<file path="src/rtl/mine_placer_if.sv">
// Setup-control <-> mine placer bundle: run parameters in, placement and status out.
// Latency: n/a (wiring only).
// Backpressure: none; start is only honoured while the placer is idle.
interface mine_placer_if #(
    parameter int ROWS   = 5,
    parameter int COLS   = 5,
    parameter int SEED_W = 16
);
    localparam int N     = ROWS * COLS;
    localparam int CNT_W = $clog2(N + 1);

    logic              in_start;
    logic [SEED_W-1:0] in_mult;
    logic [SEED_W-1:0] in_increment;
    logic [SEED_W-1:0] in_seed;
    logic [CNT_W-1:0]  in_mine_num;
    logic [N-1:0]      out_mines;
    logic              out_busy;
    logic              out_done;
    logic              out_error;

    modport master (
        output in_start, in_mult, in_increment, in_seed, in_mine_num,
        input  out_mines, out_busy, out_done, out_error
    );

    modport slave (
        input  in_start, in_mult, in_increment, in_seed, in_mine_num,
        output out_mines, out_busy, out_done, out_error
    );
endinterface

</file>
<file path="src/rtl/mine_placer.sv">
// LCG-driven placement of a requested number of distinct mines on a ROWS x COLS board.
// Latency: start edge k, CHECK at k+1, one candidate per edge from k+2; best case done after edge k+1+M.
// Backpressure: none; start is ignored while busy, a held start re-arms on the first idle cycle.
module mine_placer #(
    parameter int ROWS      = 5,
    parameter int COLS      = 5,
    parameter int SEED_W    = 16,
    parameter int MAX_TRIES = 1024
) (
    input  logic         in_clka,
    input  logic         in_reset,
    mine_placer_if.slave bus
);
    localparam int N     = ROWS * COLS;
    localparam int IDX_W = $clog2(N);
    localparam int CNT_W = $clog2(N + 1);
    localparam int TRY_W = $clog2(MAX_TRIES + 1);

    localparam logic [IDX_W:0]   N_IDX   = (IDX_W + 1)'(N);
    localparam logic [CNT_W-1:0] N_CNT   = CNT_W'(N);
    localparam logic [TRY_W-1:0] TRY_MAX = TRY_W'(MAX_TRIES);

    typedef enum logic [1:0] {IDLE, CHECK, GEN} state_t;

    state_t            state_q, state_nxt;
    logic [SEED_W-1:0] a_q, a_nxt;
    logic [SEED_W-1:0] c_q, c_nxt;
    logic [SEED_W-1:0] x_q, x_nxt;
    logic [CNT_W-1:0]  num_q, num_nxt;
    logic [CNT_W-1:0]  cnt_q, cnt_nxt;
    logic [TRY_W-1:0]  try_q, try_nxt;
    logic [N-1:0]      mines_q, mines_nxt;
    logic              done_q, done_nxt;
    logic              err_q, err_nxt;

    // Product and sum are both kept at SEED_W bits, so the modulus is free.
    logic [SEED_W-1:0] prod;
    logic [SEED_W-1:0] x_gen;
    logic [IDX_W-1:0]  cand;
    logic              accept;
    logic [CNT_W-1:0]  cnt_inc;
    logic [TRY_W-1:0]  try_inc;

    assign prod    = a_q * x_q;
    assign x_gen   = prod + c_q;
    assign cand    = x_gen[SEED_W-1 -: IDX_W];
    assign accept  = ({1'b0, cand} < N_IDX) && !mines_q[cand];
    assign cnt_inc = cnt_q + CNT_W'(1);
    assign try_inc = try_q + TRY_W'(1);

    always_ff @(negedge in_clka) begin
        if (in_reset) begin
            state_q <= IDLE;
            a_q     <= '0;
            c_q     <= '0;
            x_q     <= '0;
            num_q   <= '0;
            cnt_q   <= '0;
            try_q   <= '0;
            mines_q <= '0;
            done_q  <= 1'b0;
            err_q   <= 1'b0;
        end else begin
            state_q <= state_nxt;
            a_q     <= a_nxt;
            c_q     <= c_nxt;
            x_q     <= x_nxt;
            num_q   <= num_nxt;
            cnt_q   <= cnt_nxt;
            try_q   <= try_nxt;
            mines_q <= mines_nxt;
            done_q  <= done_nxt;
            err_q   <= err_nxt;
        end
    end

    always_comb begin
        state_nxt = state_q;
        a_nxt     = a_q;
        c_nxt     = c_q;
        x_nxt     = x_q;
        num_nxt   = num_q;
        cnt_nxt   = cnt_q;
        try_nxt   = try_q;
        mines_nxt = mines_q;
        done_nxt  = 1'b0;
        err_nxt   = 1'b0;
        case (state_q)
            IDLE: begin
                if (bus.in_start) begin
                    a_nxt     = bus.in_mult;
                    c_nxt     = bus.in_increment;
                    x_nxt     = bus.in_seed;
                    num_nxt   = bus.in_mine_num;
                    cnt_nxt   = '0;
                    try_nxt   = '0;
                    mines_nxt = '0;
                    state_nxt = CHECK;
                end
            end
            CHECK: begin
                if (num_q > N_CNT) begin
                    err_nxt   = 1'b1;
                    state_nxt = IDLE;
                end else if (num_q == '0) begin
                    done_nxt  = 1'b1;
                    state_nxt = IDLE;
                end else begin
                    state_nxt = GEN;
                end
            end
            GEN: begin
                x_nxt   = x_gen;
                try_nxt = try_inc;
                if (accept) begin
                    mines_nxt[cand] = 1'b1;
                    cnt_nxt         = cnt_inc;
                end
                // Completion wins over timeout when both land on the same edge.
                if (accept && (cnt_inc == num_q)) begin
                    done_nxt  = 1'b1;
                    state_nxt = IDLE;
                end else if (try_inc == TRY_MAX) begin
                    err_nxt   = 1'b1;
                    state_nxt = IDLE;
                end
            end
            default: state_nxt = IDLE;
        endcase
    end

    assign bus.out_mines = mines_q;
    assign bus.out_busy  = (state_q != IDLE);
    assign bus.out_done  = done_q;
    assign bus.out_error = err_q;
endmodule

</file>
<file path="src/flat_wrapper.sv">
// flat-port wrapper written by rule: the top's interface ports become plain ports
module mine_placer_flat 
#(
    parameter int ROWS      = 5,
    parameter int COLS      = 5,
    parameter int SEED_W    = 16,
    parameter int MAX_TRIES = 1024
)
  (in_clka, in_reset, bus_in_start, bus_in_mult, bus_in_increment, bus_in_seed, bus_in_mine_num, bus_out_mines, bus_out_busy, bus_out_done, bus_out_error);
  mine_placer_if #(.ROWS(ROWS), .COLS(COLS), .SEED_W(SEED_W)) bus_i ();
  input  logic in_clka;
  input  logic in_reset;
  input wire logic [$bits(bus_i.in_start)-1:0] bus_in_start;
  input wire logic [$bits(bus_i.in_mult)-1:0] bus_in_mult;
  input wire logic [$bits(bus_i.in_increment)-1:0] bus_in_increment;
  input wire logic [$bits(bus_i.in_seed)-1:0] bus_in_seed;
  input wire logic [$bits(bus_i.in_mine_num)-1:0] bus_in_mine_num;
  output wire logic [$bits(bus_i.out_mines)-1:0] bus_out_mines;
  output wire logic [$bits(bus_i.out_busy)-1:0] bus_out_busy;
  output wire logic [$bits(bus_i.out_done)-1:0] bus_out_done;
  output wire logic [$bits(bus_i.out_error)-1:0] bus_out_error;
  assign bus_i.in_start = bus_in_start;
  assign bus_i.in_mult = bus_in_mult;
  assign bus_i.in_increment = bus_in_increment;
  assign bus_i.in_seed = bus_in_seed;
  assign bus_i.in_mine_num = bus_in_mine_num;
  assign bus_out_mines = bus_i.out_mines;
  assign bus_out_busy = bus_i.out_busy;
  assign bus_out_done = bus_i.out_done;
  assign bus_out_error = bus_i.out_error;
  mine_placer #(.ROWS(ROWS), .COLS(COLS), .SEED_W(SEED_W), .MAX_TRIES(MAX_TRIES)) u_core (.in_clka(in_clka), .in_reset(in_reset), .bus(bus_i));
endmodule
</file>
<file path="config.mk">
export PLATFORM = sky130hd
export DESIGN_NAME = mine_placer_flat
export DESIGN_NICKNAME = d
export VERILOG_FILES = /design/src/rtl/mine_placer_if.sv /design/src/rtl/mine_placer.sv /design/src/flat_wrapper.sv
export SDC_FILE = /design/constraint.sdc
export NUM_CORES = 1
export LEC_CHECK = 0
export CAP_MARGIN = 30
export CORE_MARGIN = 1.5
export CORE_UTILIZATION = 55
export CTS_CLUSTER_SIZE = 14
export DETAILED_ROUTE_END_ITERATION = 8
export PLACE_DENSITY = 0.77
export REMOVE_ABC_BUFFERS = 1
export SLEW_MARGIN = 15
export SYNTH_ARGS = -nofsm -noshare
export SYNTH_HDL_FRONTEND = slang
export SYNTH_SLANG_ARGS = --single-unit
</file>
<file path="constraint.sdc">
create_clock -name in_clka -period 7.2 [get_ports in_clka]
set_input_delay 1.8 -clock in_clka [delete_from_list [all_inputs] [get_ports in_clka]]
set_output_delay 1.8 -clock in_clka [all_outputs]
set_load 0.03 [all_outputs]
</file>
==> results of run 1 <==
==> flip-flops by register name, indices dropped and copies added, names as in the netlist <==
| name | cells |
|---|---|
| u_core.a_q | 16 |
| u_core.bus.out_done | 1 |
| u_core.bus.out_error | 1 |
| u_core.bus.out_mines | 25 |
| u_core.c_q | 16 |
| u_core.cnt_q | 5 |
| u_core.num_q | 5 |
| u_core.state_q | 2 |
| u_core.try_q | 11 |
| u_core.x_q | 16 |
==> kinds of logic (layout without fill, tap and decap cells) <==
kind of cell	after synthesis	count (layout)	synth area share [%]
AOI/OAI and AO/OA	173	173	12.54
adders and majority gates	151	151	29.03
DFF	98	98	21.95
muxes	20	20	2.310
xor gates and xnor gates	48	48	4.857
and+or+nand+nor	374	374	19.55
buffers and inverters	226	400	9.756
==> where the power goes <==
group	internal, mW	switching [mW]	total [mW]
registers	0.577	0.0530	0.630
logic	0.379	0.579	0.958
clock network	0.306	0.380	0.686
==> final cells by class <==
class                      instances  area (sq um)  area share, %
tap                              216         270.3          2.513
clock buffer                       9         225.2          2.094
timing repair buffer             119          1107          10.30
clock inverter                   104         406.6          3.782
sequential                        98          1967          18.29
multi-input combinational        766          6146          57.16
inverter                         168         630.6          5.865
==> timing repair <==
action,CTS,global route
pin swaps,0,0
setup endpoints to repair,1,34
gates resized for setup,1,12
==> critical path: stages, from the launching register on <==
cell           delay (ns)
dfxtp_1              0.34
inv_1                0.09
ha_1                 0.26
inv_1                0.13
dlygate4sd2_1        0.41
==> through the flow <==
step | util [%] | setup slack, ns | area, sq um | setup TNS, ns | cells
floorplan | - | -0.2097 | 8701 | -0.6389 | 1033
global placement | 63.48 | 0.1995 | 10080 | 0 | 1368
detailed placement | 63.48 | 0.1404 | 10080 | 0 | 1368
CTS | 67.42 | 0.1194 | 10710 | 0 | 1480
global route | 67.69 | 0.02210 | 10750 | 0 | 1480
finish | 67.69 | 0.1501 | 10750 | 0 | 1480
==> worst paths after layout <==
path                            depth (start not counted)                      startpoint                           end  slack [ns]
worst max-delay path                                    4  u_core.state_q[0]$_SDFFE_NP0P_                  bus_out_busy        0.15
worst min-delay path                                    2      u_core.c_q[6]$_SDFFE_NP0P_    u_core.c_q[6]$_SDFFE_NP0P_        0.45
worst max register to register                         23      u_core.x_q[3]$_SDFFE_NP0P_  u_core.cnt_q[1]$_SDFFE_NP0P_        0.25
worst min register to register                          2      u_core.c_q[6]$_SDFFE_NP0P_    u_core.c_q[6]$_SDFFE_NP0P_        0.45
==> layout by cell type, fill, tap and decap left out, drive strengths merged, types with 35 or more instances in the layout <==
cell,n
and2,59
buf,37
o21ai,37
fa,94
inv,270
nor2,51
xnor2,35
ha,57
a21oi,65
nand2,203
clkdlybuf4s50,81
dfxtp,98
==> layer usage <==
layer | share of wire (%) | GRT usage [%]
met4 | 2.8 | 13.06
met3 | 7.1 | 8.184
met1 | 43 | 35.50
met5 | 0 | 0
met2 | 47 | 47.21
==> impl_metrics.tcl, run 1 <==
set metrics [dict create \
    worstSetupPathType "reg -> out" \
    slew_viol_final 0 \
    io_pins 84 \
    hold_violations 0 \
    clk_pin_slew_ns 0.04 \
    synth_seq_area_share_pct 21.95 \
    hold_class "reg -> reg" \
    clockBufferDepth 2 \
    holdWs_ns 0.4547 \
    drtIter0Drc 460 \
    slew_headroom_pct 52.82 \
    overflow 0 \
    synth-main-ff-cell "dfxtp_1" \
    area_growth_pct 20.30 \
    wl_per_cell_um 15.45 \
    p_leak_nw 4.976 \
    cp_max_fo 5 \
    gp_congestion 0.9037 \
    fin_skew_ns 0.02388 \
    nFillCells 1345 \
    cts_max_level 3 \
    grtUsageTotal_pct 28.82 \
    grt_pass1_wl_um 38180 \
    synth_cell_types 69 \
    vias_per_cell 5.366 \
    cp.arrival_ns 5.25 \
    critPathRequiredTime_ns 5.40 \
    synth_top_area_share_pct 21.95 \
    maxCapViolations 0 \
    dieArea_sq_um 17030 \
    synth_edf_count 0 \
    clockRootBuffer "clkbuf_16" \
    clock_latency_ns 0.43 \
    antenna_cells 0 \
    ir_worst_vdd_uv 183.2 \
    first_pass_iters 5 \
    setup-violations-final 0 \
    cts_setup_buffers 0 \
    async_flop_share_pct 0 \
    yosysTopAreaCell "dfxtp_1" \
    postSynthAreaPerCell_sq_um 8.201 \
    die_y_um 130.5 \
    endpoint_kind "output pin" \
    portBuffers 83 \
    die_width_um 130.5 \
    hold_buffers 0 \
    dr_total_vias 7942 \
    row_count 46 \
    drc 0 \
    synth.most_common_cell "nand2_1" \
    power_mw 2.275 \
    synthCells 1090 \
    synth_commonest_cells "203 x nand2_1, 169 x inv_1, 98 x dfxtp_1" \
    floorplan.initialDensity_pct 56.27 \
    cp-start-kind "flip-flop" \
    worst-slew-pin-transition_ns 0.7076 \
    synthTopCellsByArea "dfxtp_1 22%, fa_1 21%, nand2_1 8.5%, ha_1 8.0%, inv_1 7.1%" \
    grt_pass1_vias 8116 \
    syn-cell-area_sq_um 8939 \
    rsz0062_at_grt "false" \
    cts_tree "yes" \
    status "finished clean" \
    cts_inserted_buffers 9 \
    ys_ff_latch 98 \
    ant_nets 0 \
    grt_max_degree 38 \
    drive_gt1_share_pct 6.171 \
    antenna_found_initial 0 \
    wirelength_um 22870 \
    p_per_area_nw_per_um2 211.5 \
    synth-warning-count 0 \
    dp_hpwl_um 17210 \
    cts_sinks 98 \
    core_area_sq_um 15890 \
    fin_nets 1467 \
]
Power figures use the tool's default switching activity.
==> run 2: changes to the inputs <==
CORE_UTILIZATION = 40   (was 55)
GPL_TIMING_DRIVEN = 0   (was not set)
PLACE_DENSITY = not set   (was 0.77)
==> impl_metrics.tcl, run 2 (synthesis results as in run 1) <==
set metrics [dict create \
    status "finished clean" \
    drc 0 \
    area_growth_pct 21.49 \
    worst-slew-pin-transition_ns 0.7468 \
    cts_inserted_buffers 9 \
    overflow 0 \
    placed_cells 1402 \
    endpoint_kind "output pin" \
    wl_per_cell_um 15.02 \
    dr_total_vias 7721 \
    cts_tree "yes" \
    io_pins 84 \
    place_area_sq_um 9986 \
    final_common_cell "inv_1" \
    cp.arrival_ns 5.29 \
    dieArea_sq_um 23250 \
    rrSetupSlack_ns 0.24 \
    critPathRequiredTime_ns 5.40 \
    fin_skew_ns 0.02606 \
    largest_register_ffs 25 \
    portBuffers 83 \
    antenna_cells 0 \
    die_y_um 152.5 \
    min_to "u_core.c_q[13]$_SDFFE_NP0P_" \
    grt_pass1_wl_um 38770 \
    antenna_found_initial 0 \
    final_cell_mix "267 x inv_1, 201 x nand2_1, 94 x fa_1" \
    die_width_um 152.5 \
    p_leak_nw 4.938 \
    nFillCells 2173 \
    p_per_area_nw_per_um2 223.9 \
    hold_violations 0 \
    hold_buffers 0 \
    reg2reg_to "u_core.state_q[0]$_SDFFE_NP0P_" \
    finalNonFillerCells 1526 \
    cp_max_fo 5 \
    drtIter0Drc 323 \
    gp_congestion 0.8270 \
    hold_class "reg -> reg" \
    cts_max_level 3 \
    slew_viol_final 0 \
    grtUsageTotal_pct 20.46 \
    clk_pin_slew_ns 0.04 \
    clockBufferDepth 2 \
    fin_area_sq_um 10860 \
    dp_hpwl_um 16680 \
    fin_setup_tns_ns 0 \
    clock_latency_ns 0.43 \
    vias_per_cell 5.060 \
    cp-start-kind "flip-flop" \
    first_pass_iters 5 \
    fin_nets 1448 \
    grt_pass1_vias 8026 \
    floorplan.initialDensity_pct 40.83 \
    ant_nets 0 \
    min_delay_path_depth 2 \
    setup-violations-final 0 \
    worstSetupPathType "reg -> out" \
    ir_worst_vdd_uv 127.7 \
    r2r_cells 21 \
    drive_gt1_share_pct 6.260 \
    core_area_sq_um 21890 \
    clockRootBuffer "clkbuf_16" \
    row_count 54 \
    wirelength_um 22920 \
    timing.rr.start "u_core.a_q[4]$_SDFFE_NP0P_" \
    cts_sinks 98 \
    grt_max_degree 45 \
    maxCapViolations 0 \
    min-delay-start "u_core.c_q[13]$_SDFFE_NP0P_" \
    slew_headroom_pct 50.15 \
]
## run 2: metal layers
| metal | part of all wire, % | vias to the layer above | wire length [um] | GRT usage [%] |
|---|---|---|---|---|
| met2 | 47 | 207 | 10690 | 32.67 |
| met1 | 45 | 3701 | 10240 | 25.43 |
| met3 | 6.2 | 40 | 1423 | 5.660 |
| li1 | - | 3773 | - | - |
| met5 | 0 | - | 0 | 0 |
| met4 | 2.4 | 0 | 561 | 10.21 |
## run 2: critical path, stage by stage (launching register included)
cell and delay, ns:
dfxtp_1 0.35, inv_1 0.07, ha_1 0.27, inv_1 0.16, dlygate4sd2_1 0.41
## run 2: cell type report
cell class,count,area [sq um],share of cell area [%]
repair buffers,100,1011,9.310
multi-input cells,766,6196,57.06
clock buffers,9,225.2,2.074
well taps,280,350.3,3.226
clock inverters,105,455.4,4.194
flip-flops and latches,98,1991,18.33
inverters,168,630.6,5.807
## run 2: repair_timing
action                     4_1_cts  5_1_grt
gates resized for setup         18       19
pin swaps                        0        2
setup buffers                    4        7
setup endpoints to repair       35       37
## run 2: through the flow
stage                     total power [mW]  setup WS [ns]  hold slack [ns]  util, %
final                                2.431         0.1137           0.4508    49.61
after global routing                 2.644       -0.03368           0.4726    49.61
after CTS                            2.382       0.002633           0.4556    49.03
after detailed placement             1.609         -1.052           0.4504    45.62
after global placement               1.588         -2.864           0.4433    45.14
after floorplan                      1.332        -0.2097           0.4303        -
## run 2: worst max-delay path by stage
stage | from | endpoint | slack, ns | cells past startpoint
floorplan | bus_in_start | u_core.cnt_q[4]$_SDFFE_NP0P_ | -0.21 | 4
global placement | in_reset | u_core.bus.out_mines[24]$_SDFFE_NP0P_ | -2.86 | 4
detailed placement | u_core.x_q[3]$_SDFFE_NP0P_ | u_core.bus.out_mines[13]$_SDFFE_NP0P_ | -1.05 | 21
CTS | u_core.a_q[0]$_SDFFE_NP0P_ | u_core.state_q[0]$_SDFFE_NP0P_ | 0.003 | 21
global route | u_core.a_q[4]$_SDFFE_NP0P_ | u_core.bus.out_error$_SDFF_NP0_ | -0.03 | 21
finish | u_core.state_q[1]$_SDFFE_NP0P_ | bus_out_busy | 0.11 | 4
## run 2: where the power goes
part           leakage (nW)  total [mW]  switching, mW  internal, mW
logic                  3.45        1.04          0.596         0.439
clock network         0.680       0.747          0.397         0.350
registers             0.806       0.648         0.0700         0.578
